==> config.mk <==
export PLATFORM = sky130hd
export DESIGN_NAME = ws2812b_driver
export DESIGN_NICKNAME = d
export VERILOG_FILES = /design/src/rtl/ws2812b_driver.sv
export SDC_FILE = /design/constraint.sdc
export NUM_CORES = 1
export LEC_CHECK = 0
export ABC_CLOCK_PERIOD_IN_PS = 3200
export CAP_MARGIN = 20
export CORE_AREA = 2 2 82 104
export DETAILED_ROUTE_END_ITERATION = 16
export DIE_AREA = 0 0 84 106
export PLACE_DENSITY = 0.57
export SLEW_MARGIN = 20
export SYNTH_ARGS = -nofsm -noshare
export SYNTH_HDL_FRONTEND = slang
export SYNTH_SLANG_ARGS = --single-unit
export TNS_END_PERCENT = 30
==> constraint.sdc <==
create_clock -name clk -period 3.2 [get_ports clk]
set_input_delay 0.64 -clock clk [delete_from_list [all_inputs] [get_ports clk]]
set_output_delay 0.64 -clock clk [all_outputs]
set_load 0.02 [all_outputs]
==> src/rtl/ws2812b_driver.sv <==
// WS2812B single-wire serialiser: sends NUM_LEDS x 24 bits (G,R,B, MSB first)
// per refresh, then holds the line low for the latch gap and pulses done.
// A refresh arriving mid-frame is remembered and starts the next frame
// right after the current latch gap, without dropping busy.
module ws2812b_driver #(
   parameter int NUM_LEDS     = 12,
   parameter int BIT_CYCLES   = 50,
   parameter int T0H_CYCLES   = 16,
   parameter int T1H_CYCLES   = 32,
   parameter int RESET_CYCLES = 2400
) (
   input  logic                clk,
   input  logic                res,
   input  logic                refresh,
   input  logic [NUM_LEDS-1:0] led_mask,
   input  logic [7:0]          intensity,
   output logic                led_out,
   output logic                busy,
   output logic                done
);

   localparam int TOTAL_BITS = NUM_LEDS * 24;
   localparam int BW         = $clog2(TOTAL_BITS);
   localparam int MAXC       = (BIT_CYCLES > RESET_CYCLES) ? BIT_CYCLES : RESET_CYCLES;
   localparam int CW         = $clog2(MAXC);

   typedef enum logic [1:0] {S_IDLE, S_HIGH, S_LOW, S_LATCH} state_t;

   state_t              r_state;
   logic [CW-1:0]       r_cnt;
   logic [BW-1:0]       r_bit_cnt;
   logic [4:0]          r_sub;
   logic                r_pending;
   logic                r_led_out;
   logic                r_busy;
   logic                r_done;
   logic [NUM_LEDS-1:0] r_mask;
   logic [7:0]          r_int;

   logic [CW-1:0]       w_cnt_nxt;
   logic                w_bit;
   logic                w_high_end;
   logic                w_bit_end;
   logic                w_last_bit;
   logic                w_led_end;
   logic                w_latch_end;
   logic                w_start;

   // Current bit: r_mask[0] is the LED being sent; all three bytes carry the same level.
   assign w_cnt_nxt   = r_cnt + CW'(1);
   assign w_bit       = r_mask[0] & r_int[3'd7 - r_sub[2:0]];
   assign w_high_end  = (r_state == S_HIGH) &&
                        (w_cnt_nxt == (w_bit ? CW'(T1H_CYCLES) : CW'(T0H_CYCLES)));
   assign w_bit_end   = (r_state == S_LOW) && (r_cnt == CW'(BIT_CYCLES - 1));
   assign w_last_bit  = (r_bit_cnt == BW'(TOTAL_BITS - 1));
   assign w_led_end   = (r_sub == 5'd23);
   assign w_latch_end = (r_state == S_LATCH) && (r_cnt == CW'(RESET_CYCLES - 1));
   // A frame starts from idle, or back-to-back when a request is waiting at the end of the gap.
   assign w_start     = ((r_state == S_IDLE) && refresh) ||
                        (w_latch_end && (r_pending || refresh));

   assign led_out = r_led_out;
   assign busy    = r_busy;
   assign done    = r_done;

   // Frame snapshot and per-LED mask shift; data only, so no reset.
   always_ff @(posedge clk) begin
      if (w_start) begin
         r_mask <= led_mask;
         r_int  <= intensity;
      end else if (w_bit_end && w_led_end) begin
         r_mask <= r_mask >> 1;
      end
   end

   // Frame FSM: bit high/low phases, latch gap, pending request and registered outputs.
   always_ff @(posedge clk or posedge res) begin
      if (res) begin
         r_state   <= S_IDLE;
         r_cnt     <= '0;
         r_bit_cnt <= '0;
         r_sub     <= '0;
         r_pending <= 1'b0;
         r_led_out <= 1'b0;
         r_busy    <= 1'b0;
         r_done    <= 1'b0;
      end else begin
         r_done <= 1'b0;
         if (w_start) begin
            r_state   <= S_HIGH;
            r_cnt     <= '0;
            r_bit_cnt <= '0;
            r_sub     <= '0;
            r_pending <= 1'b0;
            r_led_out <= 1'b1;
            r_busy    <= 1'b1;
         end else begin
            if (refresh && (r_state != S_IDLE))
               r_pending <= 1'b1;
            case (r_state)
               S_IDLE: begin
                  r_cnt <= '0;
               end
               S_HIGH: begin
                  r_cnt <= w_cnt_nxt;
                  if (w_high_end) begin
                     r_state   <= S_LOW;
                     r_led_out <= 1'b0;
                  end
               end
               S_LOW: begin
                  if (w_bit_end) begin
                     r_cnt <= '0;
                     if (w_last_bit) begin
                        r_state <= S_LATCH;
                     end else begin
                        r_state   <= S_HIGH;
                        r_led_out <= 1'b1;
                        r_bit_cnt <= r_bit_cnt + BW'(1);
                        r_sub     <= w_led_end ? 5'd0 : r_sub + 5'd1;
                     end
                  end else begin
                     r_cnt <= w_cnt_nxt;
                  end
               end
               S_LATCH: begin
                  if (w_latch_end) begin
                     r_state <= S_IDLE;
                     r_busy  <= 1'b0;
                     r_cnt   <= '0;
                  end else begin
                     r_cnt <= w_cnt_nxt;
                     if (r_cnt == CW'(RESET_CYCLES - 2))
                        r_done <= 1'b1;
                  end
               end
               default: r_state <= S_IDLE;
            endcase
         end
      end
   end

endmodule
Word level (Yosys, flattened, before mapping)
Cells that the tools add are included.

storage, ports and cells
  bits in registers = 52
  input port bits = 23

cells by class
  reduce and logical (&&, ||, !) cells = 23
  magnitude comparators = 1
  add/subtract/negate cells = 4
  muxes and demuxes = 38
  equal/unequal tests = 14
  bitwise operators = 1

operators with widths
  cell                                                number
  2-to-1 mux 12 bit                                   5
  case mux 12 bit (4 select lines)                    1
  2-to-1 mux 9 bit                                    4
  2-to-1 mux 5 bit                                    5
  == test 12 bit, second input constant               2
  2-to-1 mux 1 bit                                    14
  nonzero test 2 bit                                  7
  adder 12 x 1 -> 12 bit, second input constant       1
  == test 12 x 6 -> 1 bit                             1
  == test 12 x 6 -> 1 bit, second input constant      1
  != test 3 bit, second input constant                4
  2-to-1 mux 2 bit                                    5
  adder 9 x 1 -> 9 bit, second input constant         1
  == test 9 bit, second input constant                1
  AND reduction 4 bit                                 2
  logical AND 1 bit                                   7
  2-to-1 mux 6 bit                                    1
  case mux 2 bit (3 select lines)                     1
  adder 5 x 1 -> 5 bit, second input constant         1
  == test 5 bit, second input constant                1
  == test 2 bit, second input constant                2
  < comparator 3 x 4 -> 1 bit, second input constant  1
  nonzero test 4 bit                                  1
  binary-select mux 1 bit (select 3 bit)              1
  10 further kinds                                    11

Logic depth before layout (Yosys ltp)
  word-level depth = 10
  gate-level depth with buffers = 10
  mapped depth without buffers = 8

Least setup slack after synthesis
Ideal clock, no wire load.

  kind = register to register
  start = reg r_cnt[1]
  end = reg r_mask[0], enable pin
  arrival = 2.599 ns
  buffers on the path = 2
  stages on the path, launching flop included = 9
  data required time = 2.802 ns
  slack = 0.203 ns
  path through = dfrtp_1 > ha_1 > clkbuf_1 > nand3_1 > or4_1 > o21ai_0 > a22oi_2 > clkbuf_1 > o21ai_0

on the way
  word-level cells in the longest chain between the ends = 5
  elaborated cells on any way between the ends = 8

RTL lines
  what                            RTL line  text
  from (decl)                     30        logic [CW-1:0] r_cnt;
  from (signal assigned)          105       r_cnt <= w_cnt_nxt;
  from (signal assigned)          123       r_cnt <= w_cnt_nxt;
  from (signal assigned)          132       r_cnt <= w_cnt_nxt;
  == test 12 bit                  57        assign w_latch_end = (r_state == S_LATCH) && (r_cnt == CW'(RESET_CYCLES - 1));
  logical AND 1 bit               57
  logical AND 1 bit               60        (w_latch_end && (r_pending || refresh));
  logical OR 1 bit                59        assign w_start = ((r_state == S_IDLE) && refresh) ||
  nonzero test 2 bit (no line) *  n/a
  to (signal assigned)            69        r_mask <= led_mask;
  to (signal assigned)            72        r_mask <= r_mask >> 1;
  to (decl)                       37        logic [NUM_LEDS-1:0] r_mask;

Every way passes the cells marked *; elsewhere a longest branch is shown, timed or not.
A chain may end at the register's enable or synchronous reset.

Worst setup path after layout
  start = reg r_cnt[0]
  end = reg r_mask[9], enable pin

The elaborated chain is that of the path after synthesis.

==> metrics.md <==
| Metric | Value |
|---|---|
| Initial antenna violation count | 0 |
| DP Wirelength | 3752 um |
| Min-delay src | busy |
| Buffers on Ports | 25 |
| Post-synth EDFFs | 20 |
| Synth area leaders | dfrtp_1 (30%), edfxtp_1 (22%), nand2_1 (6.3%) |
| Vias in the first global route | 1,921 |
| Ys async rst share | 0.6154 |
| Worst Clk Skew | 9.200 ps |
| Max Cap Viol | 0 |
| Clk sink count | 52 |
| Drt pass-1 iters | 4 |
| Sequential element share of the synthesized area | 0.5188 |
| Ant. Diodes | 0 |
| Gr ovfl total | 0 |
| Initial core utilization | 0.3373 |
| Sw Pwr | 636.3 uW |
| Ys Warns | 0 |
| Worst Setup End Kind | register |
| Cts repair resizes | 0 |
| RSZ-0062 raised after global routing | no |
| WL final | 5314 um |
| Hold Crit Depth | 1 |
| Cell Rows | 37 |
| Hold bufs inserted after CTS | 0 |
| Final setup vio count | 0 |
| Post-CTS Setup Bufs | 0 |
| Vias per inst | 5.099 |
| Later-pin clock latency in the skew report | 300 ps |
| Die W | 84 um |
| Relative slew slack | 0.6998 |
| Hold Path Sink | busy |
| CTS tree | yes |
| Post-Syn Nets | 293 |
| Int Pwr | 1284 uW |
| Switching portion of total power | 0.3314 |
| Arr. time, crit path | 2770 ps |
| Reg2reg path depth | 8 |
| Flop pwr share | 0.519 |
| Final worst path period share | 0.8634 |
| Total power divided by cell area | 609.2 nW/um^2 |
| I/O pin cnt | 26 |
| TritonCTS Buffers | 5 |
| Synthesized area | 2701 um^2 |
| H-tree depth | 2 |
| Final net count | 316 |
| Top FF cell, synth | dfrtp_1 |
| Status | complete, no violations |
| Req. time, crit path | 3210 ps |
| Tot GR Track Use | 0.1277 |
| RePlAce Congestion | 0.7819 |
| Share of layout cells above drive strength 1 | 0.08681 |
| Cells after Synth | 264 |
| Slew @ Worst Pin | 450.3 ps |
| Pin count of the biggest net entering global routing | 33 |
| LEAKAGE | 0.001297 uW |
| Synthesized area per cell | 10.23 um^2 |
| Area grow syn2layout | 16.67% |
| Comb pwr share | 0.248 |
| Die height | 106 um |
| Total negative setup slack | 0 ps |
| HP Class | register to register |
| Overall power | 1920 uW |
| Pins Over Slew Limit | 0 |
| Fmax | 361.9 MHz |
| Clock network fraction of total power | 0.233 |
| Type of the worst setup path | register to register |
| CTS Buffer Depth | 2 |
| Root Driver | clkbuf_8 |
| RR Startpoint | r_cnt[0] |
| Clk pin slew, worst setup/hold paths | 90 ps |
| Hold_ws | 514.1 ps |
| Wire length per cell | 13.80 um |
| CP Max Fanout | 12 |
| Final Critical Period | 2763 ps |
| First-pass GRT wire length | 9280 um |
| Distinct cells, synth | 53 |
| Worst R2R End | r_mask[9] |
| Setup crit start | r_cnt[0] |
| DRC violations left | 0 |
| Core Area | 8009 um^2 |
| Post-synth top area share | 0.2964 |
| R2R Setup Slk | 440 ps |
| DRT iter0 DRCs | 126 |
| Worst Setup Start Kind | register |
| DR vias | 1,963 |
| Die area | 8904 um^2 |
| Post-DRT Antenna Nets | 0 |
| FF+latch count, synth | 52 |
| Final Hold Fails | 0 |
| Post-synth top area cell | dfrtp_1 |
| Maximum vdd drop | 309.9 uV |
flip-flops by register name (all words and copies together), names as in the netlist:
signal     flops
r_cnt         12
done           1
r_state        2
r_int          8
r_bit_cnt      9
r_sub          5
busy           1
r_pending      1
led_out        1
r_mask        12
kinds of logic (layout without fill, tap and decap cells):
group                      Yosys count  count (layout)  share of synthesized area
DFF                                 52              52                     0.5188
buffers and inverters               22              46                    0.03983
muxes                                6               6                    0.02733
xor gates and xnor gates            21              21                    0.06809
and+or+nand+nor                    133             133                     0.2524
AOI/OAI and AO/OA                   24              24                    0.06577
adders and majority gates            6               6                    0.02779
area by class of cell:
class | count | area, um^2
clock buffer | 5 | 68.82
clock inverter | 3 | 42.54
fill | 794 | 4857
inverter | 6 | 22.52
multi-input combinational | 190 | 1192
sequential | 52 | 1401
tap | 97 | 121.4
timing repair buffer | 32 | 302.8
power by group through the flow:
stage / registers (uW) / clock network [uW] / logic (uW)
3_5_place_dp: 1010 / 0 / 483
3_3_place_gp: 1000 / 0 / 476
2_1_floorplan: 923 / 0 / 411
6_report: 997 / 447 / 476
5_1_grt: 1030 / 488 / 537
4_1_cts: 995 / 467 / 483
worst max path at each step:
stage | to | slack (ps) | depth (start not counted)
finish | r_mask[9] | 440 | 8
global route | r_mask[9] | 250 | 8
CTS | r_mask[9] | 440 | 8
detailed placement | r_mask[4] | 450 | 8
global placement | r_mask[4] | 550 | 8
floorplan | r_mask[0] | 200 | 8
synth_stat cells, types with 3 or more instances:
master	n
clkbuf_1	10
nand4_1	12
and3_1	5
edfxtp_1	20
nand3_1	8
inv_1	5
or3_1	4
mux2i_1	4
nor2_2	3
xor2_1	14
nand2_1	45
ha_1	6
nand2b_1	4
or4_1	3
xnor2_1	7
a21oi_1	5
nor2_1	28
dfrtp_1	32
nor4_1	3
routing by layer:
metal,track usage,routed length (um),vias up,part of all wire
met1,0.1697,2504,952,0.47
met4,0.04608,75,0,0.014
met5,0,0,-,0
met3,0.02407,157,6,0.030
met2,0.2080,2577,29,0.48
li1,-,-,976,-
metrics by stage:
step,instances,instance area (um^2),worst slack [ps],utilization
2_1_floorplan,264,2701,203.4,-
3_5_place_dp,377,3040,451.7,0.3796
6_report,385,3152,437.2,0.3935
5_1_grt,385,3152,252.8,0.3935
4_1_cts,385,3152,437.9,0.3935
3_3_place_gp,377,3040,549.9,0.3796
cells in the final DEF, fill, tap and decap left out, types with 3 or more instances in the layout:
cell,synthesis,layout
nand2_1,45,45
dfrtp_1,32,32
nor2_1,28,28
clkdlybuf4s50_1,0,25
edfxtp_1,20,20
xor2_1,14,14
nand4_1,12,12
nand3_1,8,8
xnor2_1,7,7
buf_4,2,7
ha_1,6,6
and3_1,5,5
inv_1,5,5
a21oi_1,5,5
clkbuf_8,0,5
nand2b_1,4,4
or3_1,4,4
mux2i_1,4,4
or4_1,3,3
nor2_2,3,3
nor4_1,3,3
worst max-delay path, cell delays in order (launching register included):
cell	delay, ps
dfrtp_1	550
ha_1	370
nand3_1	130
or4_1	590
o21ai_0	150
a22oi_2	170
buf_4	220
o21ai_0	80
buf_4	230
Note: power is estimated with default switching activity, not from simulation.
